File: config.mk
export PLATFORM = sky130hd
export DESIGN_NAME = highscore_table_flat
export DESIGN_NICKNAME = d
export VERILOG_FILES = /design/src/rtl/highscore_table_if.sv /design/src/rtl/highscore_table.sv /design/src/flat_wrapper.sv
export SDC_FILE = /design/constraint.sdc
export NUM_CORES = 1
export LEC_CHECK = 0
export ABC_AREA = 1
export CORE_UTILIZATION = 30
export CTS_BUF_LIST = sky130_fd_sc_hd__clkbuf_4 sky130_fd_sc_hd__clkbuf_8
export CTS_CLUSTER_SIZE = 14
export DETAILED_ROUTE_END_ITERATION = 6
export GPL_ROUTABILITY_DRIVEN = 0
export PLACE_DENSITY_LB_ADDON = 0.25
export SLEW_MARGIN = 40
export SYNTH_ARGS = -nofsm -noshare
export SYNTH_HDL_FRONTEND = slang
export SYNTH_SLANG_ARGS = --single-unit
export TNS_END_PERCENT = 10
File: constraint.sdc
create_clock -name clk -period 8.6 [get_ports clk]
set_clock_uncertainty 0.1 [all_clocks]
set_input_delay 1.29 -clock clk [delete_from_list [all_inputs] [get_ports clk]]
set_output_delay 1.29 -clock clk [all_outputs]
set_load 0.03 [all_outputs]
File: src/rtl/highscore_table_if.sv
// Game-side bus for the score keeper: live-score controls, display selector and
// the BCD result with its status flags.
interface highscore_table_if #(
    parameter int SEL_W  = 3,
    parameter int DIGITS = 4
);
    logic                  increment;
    logic                  is_dead;
    logic [SEL_W-1:0]      sel;
    logic [4*DIGITS-1:0]   digits;
    logic [3:0]            sel_echo;
    logic                  busy;
    logic                  new_record;

    modport master (
        output increment, is_dead, sel,
        input  digits, sel_echo, busy, new_record
    );

    modport slave (
        input  increment, is_dead, sel,
        output digits, sel_echo, busy, new_record
    );
endinterface

File: src/rtl/highscore_table.sv
// Live score counter, descending top-DEPTH table and a bit-serial double-dabble
// converter that drives stable BCD digits for one selected entry.
module highscore_table #(
    parameter int SCORE_W = 11,
    parameter int DEPTH   = 4,
    parameter int DIGITS  = 4,
    parameter int SEL_W   = $clog2(DEPTH + 1)
) (
    input  logic              clk,
    input  logic              rst,
    highscore_table_if.slave  bus
);
    localparam logic [SCORE_W-1:0] MAX_SCORE = '1;
    localparam int                 CNT_W     = $clog2(SCORE_W + 1);
    localparam int                 BCD_W     = 4 * DIGITS;
    localparam int                 DD_W      = BCD_W + SCORE_W;
    localparam logic [CNT_W-1:0]   LAST_STEP = CNT_W'(SCORE_W - 1);
    localparam logic [0:0]         IDLE      = 1'b0;
    localparam logic [0:0]         SHIFT     = 1'b1;

    function automatic longint unsigned pow10(input int n);
        longint unsigned r;
        r = 1;
        for (int i = 0; i < n; i++) r = r * 10;
        return r;
    endfunction

    generate
        if (DEPTH < 1) begin : g_bad_depth
            $error("highscore_table: DEPTH must be >= 1");
        end
        if (pow10(DIGITS) <= ((64'd1 << SCORE_W) - 64'd1)) begin : g_bad_digits
            $error("highscore_table: DIGITS too small for SCORE_W");
        end
    endgenerate

    // ---------------- live score and table ----------------
    logic [SCORE_W-1:0]            curr_score;
    logic [SCORE_W-1:0]            commit_val;
    logic                          do_commit;
    logic [DEPTH-1:0][SCORE_W-1:0] entry;
    logic [DEPTH-1:0][SCORE_W-1:0] shift_in;
    logic [DEPTH-1:0]              gt;
    logic                          new_record;

    assign commit_val = (bus.increment && curr_score != MAX_SCORE) ? curr_score + 1'b1 : curr_score;
    assign do_commit  = bus.is_dead && (commit_val != '0);

    // Table is descending, so gt is a thermometer: the first set bit is the
    // insert slot, every later set slot takes its upper neighbour.
    generate
        for (genvar i = 0; i < DEPTH; i++) begin : g_slot
            assign gt[i] = commit_val > entry[i];
            if (i == 0) begin : g_head
                assign shift_in[i] = commit_val;
            end else begin : g_tail
                assign shift_in[i] = gt[i-1] ? entry[i-1] : commit_val;
            end
        end
    endgenerate

    always_ff @(posedge clk or negedge rst) begin
        if (!rst) begin
            curr_score <= '0;
            entry      <= '0;
            new_record <= 1'b0;
        end else begin
            curr_score <= bus.is_dead ? '0 : commit_val;
            new_record <= do_commit && gt[0];
            for (int i = 0; i < DEPTH; i++)
                if (do_commit && gt[i]) entry[i] <= shift_in[i];
        end
    end

    // ---------------- selection ----------------
    logic [SCORE_W-1:0] v;

    always_comb begin
        v = '0;
        if (bus.sel == '0) v = curr_score;
        for (int k = 0; k < DEPTH; k++)
            if (bus.sel == SEL_W'(k + 1)) v = entry[k];
    end

    generate
        if (SEL_W >= 4) begin : g_echo_trunc
            assign bus.sel_echo = bus.sel[3:0];
        end else begin : g_echo_pad
            assign bus.sel_echo = {{(4-SEL_W){1'b0}}, bus.sel};
        end
    endgenerate

    // ---------------- double-dabble converter ----------------
    // BCD accumulator and binary source share one shift register {bcd, bin}.
    function automatic logic [BCD_W-1:0] add3(input logic [BCD_W-1:0] b);
        logic [BCD_W-1:0] r;
        r = b;
        for (int k = 0; k < DIGITS; k++)
            if (r[4*k +: 4] >= 4'd5) r[4*k +: 4] = r[4*k +: 4] + 4'd3;
        return r;
    endfunction

    logic [0:0]         state;
    logic [DD_W-1:0]    dd;
    logic [DD_W-1:0]    dd_next;
    logic [CNT_W-1:0]   cnt;
    logic [SCORE_W-1:0] last_conv;
    logic [BCD_W-1:0]   digits;
    logic               busy;

    assign dd_next = {add3(dd[DD_W-1 -: BCD_W]), dd[SCORE_W-1:0]} << 1;

    always_ff @(posedge clk or negedge rst) begin
        if (!rst) begin
            state     <= IDLE;
            dd        <= '0;
            cnt       <= '0;
            last_conv <= '0;
            digits    <= '0;
            busy      <= 1'b0;
        end else if (state == IDLE) begin
            if (v != last_conv) begin
                dd        <= {{BCD_W{1'b0}}, v};
                last_conv <= v;
                cnt       <= '0;
                state     <= SHIFT;
                busy      <= 1'b1;
            end
        end else begin
            dd  <= dd_next;
            cnt <= cnt + 1'b1;
            if (cnt == LAST_STEP) begin
                digits <= dd_next[DD_W-1 -: BCD_W];
                state  <= IDLE;
                busy   <= 1'b0;
            end
        end
    end

    assign bus.digits     = digits;
    assign bus.busy       = busy;
    assign bus.new_record = new_record;
endmodule

File: src/flat_wrapper.sv
// flat-port wrapper written by rule: the top's interface ports become plain ports
module highscore_table_flat 
#(
    parameter int SCORE_W = 11,
    parameter int DEPTH   = 4,
    parameter int DIGITS  = 4,
    parameter int SEL_W   = $clog2(DEPTH + 1)
)
  (clk, rst, bus_increment, bus_is_dead, bus_sel, bus_digits, bus_sel_echo, bus_busy, bus_new_record);
  highscore_table_if #(.SEL_W(SEL_W), .DIGITS(DIGITS)) bus_i ();
  input  logic clk;
  input  logic rst;
  input wire logic [$bits(bus_i.increment)-1:0] bus_increment;
  input wire logic [$bits(bus_i.is_dead)-1:0] bus_is_dead;
  input wire logic [$bits(bus_i.sel)-1:0] bus_sel;
  output wire logic [$bits(bus_i.digits)-1:0] bus_digits;
  output wire logic [$bits(bus_i.sel_echo)-1:0] bus_sel_echo;
  output wire logic [$bits(bus_i.busy)-1:0] bus_busy;
  output wire logic [$bits(bus_i.new_record)-1:0] bus_new_record;
  assign bus_i.increment = bus_increment;
  assign bus_i.is_dead = bus_is_dead;
  assign bus_i.sel = bus_sel;
  assign bus_digits = bus_i.digits;
  assign bus_sel_echo = bus_i.sel_echo;
  assign bus_busy = bus_i.busy;
  assign bus_new_record = bus_i.new_record;
  highscore_table #(.SCORE_W(SCORE_W), .DEPTH(DEPTH), .DIGITS(DIGITS), .SEL_W(SEL_W)) u_core (.clk(clk), .rst(rst), .bus(bus_i));
endmodule
==> results of run 1 <==
layer usage:
layer  GRT usage  part of all wire  vias to the layer above
met5           0                 0                        -
li1            -                 -                     3590
met1       0.243              0.50                     3266
met3      0.0302             0.042                       28
met2       0.268              0.44                      170
met4      0.0535             0.018                        0
layout make-up:
cell class | instances | area [µm²] | area share
multi-input combinational | 811 | 4160 | 0.478
inverter | 123 | 463 | 0.0532
sequential | 116 | 2900 | 0.334
tap | 330 | 413 | 0.0475
clock inverter | 14 | 200 | 0.0230
clock buffer | 18 | 241 | 0.0278
timing repair buffer | 34 | 319 | 0.0367
per-stage QoR:
| stage | std cells | area [µm²] | util |
|---|---|---|---|
| after floorplan | 1105 | 7840 | - |
| after global placement | 1414 | 8250 | 0.325 |
| after detailed placement | 1414 | 8260 | 0.325 |
| after CTS | 1446 | 8700 | 0.342 |
| after global routing | 1446 | 8700 | 0.342 |
| final | 1446 | 8700 | 0.342 |
cell usage in the layout, fill, tap and decap left out, types with 3 or more instances in the layout:
cell	Yosys	layout
clkbuf_8	4	17
o21ai_0	71	71
inv_1	117	117
o2111ai_1	3	3
o21ai_1	3	3
inv_6	0	4
a21oi_1	37	37
nand2_2	3	3
buf_4	5	7
nor3_1	4	4
clkdlybuf4s50_1	0	25
nand4_1	91	91
bufinv_16	0	4
inv_2	5	4
xor2_1	12	12
nor2_2	3	3
clkinvlp_4	0	3
nand2_1	406	406
ha_1	55	55
nand3_1	47	47
nand3b_1	5	5
dfrtp_1	116	116
nor2_1	54	54
sequential cells by signal, indices dropped and copies added (netlist names):
| name | flops |
|---|---|
| u_core.bus.digits | 16 |
| u_core.bus.busy | 1 |
| u_core.last_conv | 11 |
| u_core.bus.new_record | 1 |
| u_core.state | 1 |
| u_core.dd | 27 |
| u_core.curr_score | 11 |
| u_core.entry | 44 |
| u_core.cnt | 4 |
synth_stat cells, types with 9 or more instances:
cell type  number
nor2_1         54
inv_1         117
nand2_1       406
o21ai_0        71
ha_1           55
buf_2          15
dfrtp_1       116
clkbuf_1       18
a21oi_1        37
buf_1           9
nand4_1        91
xor2_1         12
nand3_1        47
path summary, 6_finish.rpt:
kind                                         to                 start
min                        u_core.bus.digits[7]  u_core.bus.digits[7]
min reg2reg                u_core.bus.digits[7]  u_core.bus.digits[7]
max in group asynchronous      u_core.entry[23]                   rst
max reg2reg                     u_core.entry[4]  u_core.curr_score[0]
max                         u_core.last_conv[0]            bus_sel[0]
min in group asynchronous  u_core.bus.digits[2]                   rst
power groups by stage:
stage	clock network, mW	logic, mW	registers, mW
floorplan	0	0.876	0.929
global placement	0	1.24	0.895
detailed placement	0	1.25	0.894
CTS	0.594	1.25	0.886
global route	0.612	1.44	0.913
finish	0.580	1.25	0.887
kinds of logic (layout without fill, tap and decap cells):
group                    after synthesis  after routing  share of synthesized area
AO/OA/AOI/OAI                        119            119                     0.0791
XOR/XNOR                              14             14                     0.0156
adder cells (fa/ha/maj)               55             55                     0.0878
buffers and inverters                178            189                     0.0999
flip-flops                           116            116                      0.370
other                                  1              1                   0.000478
AND/OR/NAND/NOR                      622            622                      0.347
critical path, cell delays in order:
cell and delay, ps:
clkdlybuf4s50_1 640, nor2_1 570, nand2_1 400, inv_1 280, nand2_1 100, nand3_1 150, nand2_1 60, nand2_1 60
nand2_1 50, nor2_1 110, nand2_1 100, nor2_4 600, nand3_1 510, nand2_1 230, nand2_1 70
==> flow_summary_export.csv, run 1 <==
group,metric,value,unit
power,pwr-share-clk,0.214,
power,p_comb_frac,0.459,
clocking,clock_path_buffers,2,
setup_path,reg2regPathDepth,18,
route,drt_iter0_drc,599,
timing,max_slew_margin,0.485,
logic_synthesis,yosys.area.top_type,"dfrtp_1",
route,viasPerCell,4.88,
logic_synthesis,avgSynthCellArea,7.10,µm²
logic_synthesis,synth-edff-count,0,
floorplan,io_pins,29,
logic_synthesis,synthArstFlopShare,1.00,
route,drt-total-wl,21.8,mm
placed_design,port_buffers,27,
final_layout,drive_above_1_share,0.0565,
timing,post-route-min-period,5020,ps
clocking,cts_max_level,4,
logic_synthesis,synth_top_area_share,0.370,
global_routing,grt_max_degree,70,
power,p_sw,1.24,mW
floorplan,die_h,164,µm
setup_path,r2r_setup_slack,4210,ps
timing,fmax,199,MHz
logic_synthesis,synth.area.top_cells,"dfrtp_1, nand2_1, ha_1",
setup_path,path_class,"input pin to flop",
logic_synthesis,ys_ff_latch,116,
floorplan,initial_core_util,0.309,
timing,fin_ws,3580,ps
timing,hold_viol_final,0,
power,p_leak,4.49,nW
logic_synthesis,yosysSeqAreaShare,0.370,
placed_design,hpwl,15.0,mm
floorplan,dieArea,26800,µm²
clocking,cts_root_buf,"clkbuf_8",
clocking,post_cts_resized,0,
run,cap_viol_max_count,0,
timing,slew_violations,0,
global_routing,grt_antenna_before_repair,0,
worst_hold_path,holdPathStages,2,
logic_synthesis,synthFlopType,"dfrtp_1",
clocking,clock_latency,450,ps
placed_design,dpl_worst_slack,3110,ps
logic_synthesis,yosysUniqueCellTypes,38,
timing,rsz0062_at_grt,"false",
logic_synthesis,syn-instance-count,1105,
setup_path,cp_max_fo,33,
floorplan,die_x,164,µm
final_layout,nets,1165,
power,p_sw_frac,0.458,
route,detail_route.wl_per_cell,15.0,µm
power,internal_power,1.47,mW
final_layout,num-fill-cells,2753,
setup_path,cp.required,8840,ps
route,drc_errors,0,
power,total_power,2.71,mW
timing,timing.hold.ws,374,ps
route,vias,7054,
clocking,cts.sinks,116,
worst_hold_path,hp-class,"flop to flop",
clocking,cts_hold_buffers,0,
global_routing,grtUsageTotal,0.173,
clocking,cts_buffers,17,
global_routing,grt_pass1_wl,36.0,mm
global_routing,grt_pass1_vias,6702,
clocking,cts_tree,"built",
timing,fin_setup_tns,0,ps
power,seqPwrFrac,0.327,
timing,period_share,0.583,
setup_path,end_kind,"flop",
floorplan,row_count,58,
power,peakVddDrop,0.000134,V
route,dr.pass1.iters,5,
route,ant_nets,0,
clocking,clkTransAtPathRegs,80,ps
timing,finalSetupViolations,0,
global_routing,grt_overflow_total,0,
logic_synthesis,synth_nets,1167,
power,power_density,312,nW/µm²
final_layout,areaGrowthSynthToFinish,10.9,%
setup_path,cp-start-kind,"input pin",
clocking,postCtsSetupBuffers,0,
final_layout,num_antenna_cells,0,
floorplan,core_area,25400,µm²
setup_path,critPathArrivalTime,5260,ps
logic_synthesis,synth_area,7840,µm²
logic_synthesis,yosysWarnings,0,
timing,tightest_slew,771,ps
run_status,status,"complete, no violations",
Note: power is estimated with default switching activity, not from simulation.
==> run 2: changes to the inputs <==
- clock period: 8.6 -> 4.15 ns (I/O delays scaled with it)
==> flow_summary_export.csv, run 2 (synthesis results as in run 1) <==
group,metric,value,unit
placed_design,port_buffers,27,
route,viasPerCell,4.94,
placed_design,dpl.cell_count,1430,
setup_path,r2r_setup_slack,410,ps
setup_path,end_kind,"flop",
final_layout,multi_input_area,4160,µm²
global_routing,grtUsageTotal,0.178,
global_routing,grt_pass1_wl,36.8,mm
setup_path,reg2regPathDepth,18,
worst_hold_path,hp-class,"input pin to async pin",
floorplan,core_area,25400,µm²
final_layout,reg_top3,"u_core.entry x44, u_core.dd x27, u_core.bus.digits x16",
final_layout,areaGrowthSynthToFinish,12.7,%
timing,rsz0062_at_grt,"false",
power,p_leak,4.59,nW
route,dr.pass1.iters,5,
setup_path,timing.rr.start,"u_core.curr_score[0]",
power,p_sw,2.65,mW
final_layout,largest_reg_flops,44,
route,detail_route.wl_per_cell,15.4,µm
floorplan,die_x,164,µm
final_layout,final_cell_mix,"nand2_1, inv_1, dfrtp_1",
route,drt-total-wl,22.5,mm
placed_design,hpwl,16.1,mm
floorplan,die_h,164,µm
global_routing,grt_overflow_total,0,
power,p_sw_frac,0.464,
run,cap_viol_max_count,0,
timing,fin_setup_tns,0,ps
power,pwr-share-clk,0.207,
clocking,clkTransAtPathRegs,80,ps
timing,hold_viol_final,0,
timing,period_share,0.902,
power,internal_power,3.06,mW
final_layout,nets,1182,
setup_path,path_cells,"ha_1 > nand2_1 > inv_1 > nand4_1 > nand2_2 > inv_2 > o21ai_0 > inv_1 > ha_1 > nand2_1 > nor2_1 > nand3_1 > o2111ai_1 > nand2_1 > inv_1 > nand3_1 > nand2_1 > nand2_1",
route,vias,7229,
run_status,status,"complete, no violations",
timing,slew_violations,0,
global_routing,grt_pass1_vias,6847,
floorplan,dieArea,26800,µm²
floorplan,io_pins,29,
clocking,cts_buffers,17,
final_layout,stdcell_area,8840,µm²
clocking,cts_root_buf,"clkbuf_8",
setup_path,worstSetupStartpoint,"u_core.curr_score[0]",
clocking,cts_hold_buffers,0,
clocking,cts_max_level,4,
setup_path,cp.required,4400,ps
final_layout,drive_above_1_share,0.0697,
final_layout,largest-register,"u_core.entry",
global_routing,grt_max_degree,61,
clocking,clock_latency,470,ps
timing,finalSetupViolations,0,
floorplan,row_count,58,
setup_path,path_class,"flop to flop",
clocking,cts.sinks,116,
route,ant_nets,0,
setup_path,cp-start-kind,"flop",
final_layout,register_area,2900,µm²
final_layout,num-fill-cells,2738,
timing,tightest_slew,550,ps
final_layout,fin_cells,1463,
setup_path,r2r_end,"u_core.entry[3]",
final_layout,final_util,0.348,
clocking,post_cts_resized,0,
clocking,postCtsSetupBuffers,0,
global_routing,grt_antenna_before_repair,0,
floorplan,initial_core_util,0.309,
setup_path,slowest_delay,470,ps
placed_design,placed_area,8380,µm²
route,drt_iter0_drc,539,
setup_path,cp-endpoint,"u_core.entry[3]",
setup_path,critPathArrivalTime,3990,ps
final_layout,final_common_cell,"nand2_1",
route,drc_errors,0,
power,peakVddDrop,0.000301,V
timing,fmax,267,MHz
setup_path,cp_common_cell,"nand2_1",
power,total_power,5.71,mW
power,power_density,646,nW/µm²
timing,post-route-min-period,3740,ps
setup_path,cp_max_fo,15,
power,seqPwrFrac,0.322,
clocking,clock_path_buffers,2,
clocking,cts_tree,"built",
final_layout,num_antenna_cells,0,
power,p_comb_frac,0.471,
setup_path,slowest_stage,"dfrtp_1",
timing,max_slew_margin,0.631,
## run 2: through the flow
| stage | hold WS (ps) | setup WS (ps) |
|---|---|---|
| final | 11.9 | 408 |
| after global routing | 36.4 | 14.9 |
| after CTS | 139 | 456 |
| after detailed placement | 359 | 273 |
| after global placement | 354 | 372 |
| after floorplan | 227 | 987 |
## run 2: area by class of cell
class / instances / area share
Tap cell: 330 / 0.0467
Clock buffer: 17 / 0.0265
Sequential cell: 116 / 0.328
Timing Repair Buffer: 51 / 0.0542
Clock inverter: 15 / 0.0221
Multi-Input combinational cell: 811 / 0.470
Inverter: 123 / 0.0522
## run 2: worst min path at each step
stage | start | to | cells past startpoint | slack (ps)
6_report | rst | u_core.bus.digits[5] | 1 | 10
3_3_place_gp | u_core.entry[29] | u_core.entry[29] | 2 | 350
3_5_place_dp | u_core.entry[42] | u_core.entry[42] | 2 | 360
2_1_floorplan | rst | u_core.bus.busy | 0 | 230
5_1_grt | rst | u_core.bus.digits[5] | 1 | 40
4_1_cts | rst | u_core.bus.digits[5] | 1 | 140
## run 2: routing by layer
metal,share of wire,GRT usage
met1,0.48,0.243
met5,0,0
met3,0.045,0.0322
met2,0.45,0.280
met4,0.023,0.0631
## run 2: power by group through the flow
| stage | Sequential [mW] | Clock (mW) | Combinational, mW |
|---|---|---|---|
| after floorplan | 1.93 | 0 | 1.82 |
| after global placement | 1.85 | 0 | 2.67 |
| after detailed placement | 1.85 | 0 | 2.68 |
| after CTS | 1.84 | 1.20 | 2.69 |
| after global routing | 1.90 | 1.25 | 3.08 |
| final | 1.84 | 1.18 | 2.69 |
## run 2: critical path, delay by kind of cell, from the launching register on
family                     cells  cell delay [ps]
AOI/OAI and AO/OA              2              430
adders and majority gates      2              590
buffers and inverters          4              670
DFF                            1              470
and+or+nand+nor               10             1370
==> run 3: changes to the inputs <==
- CTS_CLUSTER_SIZE: 14 -> 10
- SLEW_MARGIN: 40 -> not set
==> flow_summary_export.csv, run 3 (synthesis results as in run 1) <==
group,metric,value,unit
route,drc_errors,0,
setup_path,reg2regPathDepth,20,
clocking,cts.sinks,116,
setup_path,crit_buf_inv,6,
final_layout,register_area,2900,µm²
power,p_leak,4.58,nW
placed_design,placed_area,8380,µm²
global_routing,grt_pass1_wl,36.8,mm
timing,fin_setup_tns,0,ps
setup_path,slowest_delay,470,ps
clocking,clock_latency,460,ps
setup_path,r2r_setup_slack,430,ps
final_layout,num_antenna_cells,0,
power,peakVddDrop,0.000301,V
floorplan,core_area,25400,µm²
final_layout,stdcell_area,8810,µm²
final_layout,final_util,0.347,
floorplan,die_x,164,µm
global_routing,grt_pass1_vias,6847,
timing,period_share,0.895,
final_layout,multi_input_area,4160,µm²
global_routing,grt_max_degree,61,
placed_design,hpwl,16.1,mm
clocking,cts_tree,"built",
clocking,cts_root_buf,"clkbuf_8",
power,p_sw_frac,0.463,
timing,fmax,269,MHz
setup_path,crit_cells,20,
final_layout,drive_above_1_share,0.0698,
route,vias,7190,
setup_path,cp.required,4390,ps
floorplan,die_h,164,µm
clocking,cts_buffers,17,
worst_hold_path,hp-class,"input pin to async pin",
power,p_sw,2.64,mW
clocking,postCtsSetupBuffers,0,
final_layout,largest_reg_flops,44,
route,dr.pass1.iters,5,
setup_path,r2r_end,"u_core.entry[16]",
placed_design,port_buffers,27,
route,ant_nets,0,
power,seqPwrFrac,0.323,
final_layout,areaGrowthSynthToFinish,12.4,%
global_routing,grt_overflow_total,0,
floorplan,io_pins,29,
setup_path,cp-start-kind,"flop",
clocking,cts_hold_buffers,0,
power,p_comb_frac,0.471,
final_layout,final_cell_mix,"nand2_1, inv_1, dfrtp_1",
power,pwr-share-clk,0.206,
route,viasPerCell,4.92,
clocking,clkTransAtPathRegs,80,ps
setup_path,path_cells,"ha_1 > nand2_1 > inv_1 > nand4_1 > nand2_2 > inv_2 > nand3_1 > nand2_1 > inv_1 > buf_4 > ha_1 > inv_1 > o31ai_1 > nand2_1 > o2111ai_1 > nand2_1 > inv_1 > nand3_1 > nand2_1 > nand2_1",
setup_path,path_class,"flop to flop",
setup_path,cp-endpoint,"u_core.entry[16]",
power,power_density,647,nW/µm²
global_routing,grt_antenna_before_repair,0,
timing,rsz0062_at_grt,"false",
timing,slew_violations,0,
floorplan,initial_core_util,0.309,
floorplan,row_count,58,
timing,post-route-min-period,3720,ps
power,total_power,5.70,mW
clocking,post_cts_resized,0,
clocking,clock_path_buffers,2,
setup_path,cpLargestDelayFamily,"simple AND/OR/NAND/NOR gates",
global_routing,grtUsageTotal,0.178,
route,detail_route.wl_per_cell,15.3,µm
timing,hold_viol_final,0,
final_layout,reg_top3,"u_core.entry x44, u_core.dd x27, u_core.bus.digits x16",
timing,tightest_slew,863,ps
setup_path,cp_common_cell,"nand2_1",
timing,timing.hold.ws,124,ps
final_layout,nets,1181,
route,drt-total-wl,22.4,mm
setup_path,end_kind,"flop",
setup_path,slowest_stage,"dfrtp_1",
route,drt_iter0_drc,599,
clocking,cts_max_level,4,
setup_path,cp_max_fo,15,
final_layout,final_common_cell,"nand2_1",
run,cap_viol_max_count,0,
run_status,status,"complete, no violations",
floorplan,dieArea,26800,µm²
final_layout,largest-register,"u_core.entry",
power,internal_power,3.06,mW
final_layout,num-fill-cells,2742,
timing,finalSetupViolations,0,
setup_path,critPathArrivalTime,3950,ps
setup_path,timing.rr.start,"u_core.curr_score[0]",
setup_path,worstSetupStartpoint,"u_core.curr_score[0]",
timing,max_slew_margin,0.425,
run 3: stage by stage:
step	std cells	setup WS, ps
detailed placement	1430	273
CTS	1462	456
global placement	1430	372
global route	1462	20.8
finish	1462	435
floorplan	1105	987
run 3: area by class of cell:
type                    instances  area share
clock buffers                  17      0.0265
clock inverters                15      0.0221
inverters                     123      0.0524
multi-input cells             811       0.472
flip-flops and latches        116       0.329
well taps                     330      0.0468
repair buffers                 50      0.0508
run 3: how the worst min path moves through the flow:
stage,startpoint,slack [ps],cells past startpoint,to
final,rst,120,1,u_core.bus.digits[5]
after global routing,rst,160,1,u_core.bus.digits[5]
after CTS,rst,140,1,u_core.bus.digits[5]
after detailed placement,u_core.entry[42],360,2,u_core.entry[42]
after global placement,u_core.entry[29],350,2,u_core.entry[29]
after floorplan,rst,230,0,u_core.bus.busy
run 3: routing by layer:
metal	track usage	routed length, µm	up-vias
met1	0.243	10800	3365
met2	0.280	10200	161
met5	0	0	-
met4	0.0631	516	0
li1	-	-	3634
met3	0.0322	874	30
run 3: power groups by stage:
stage | Sequential [mW] | Combinational, mW | Clock, mW
finish | 1.84 | 2.69 | 1.17
global route | 1.90 | 3.08 | 1.25
CTS | 1.84 | 2.69 | 1.20
detailed placement | 1.85 | 2.68 | 0
global placement | 1.85 | 2.67 | 0
floorplan | 1.93 | 1.82 | 0
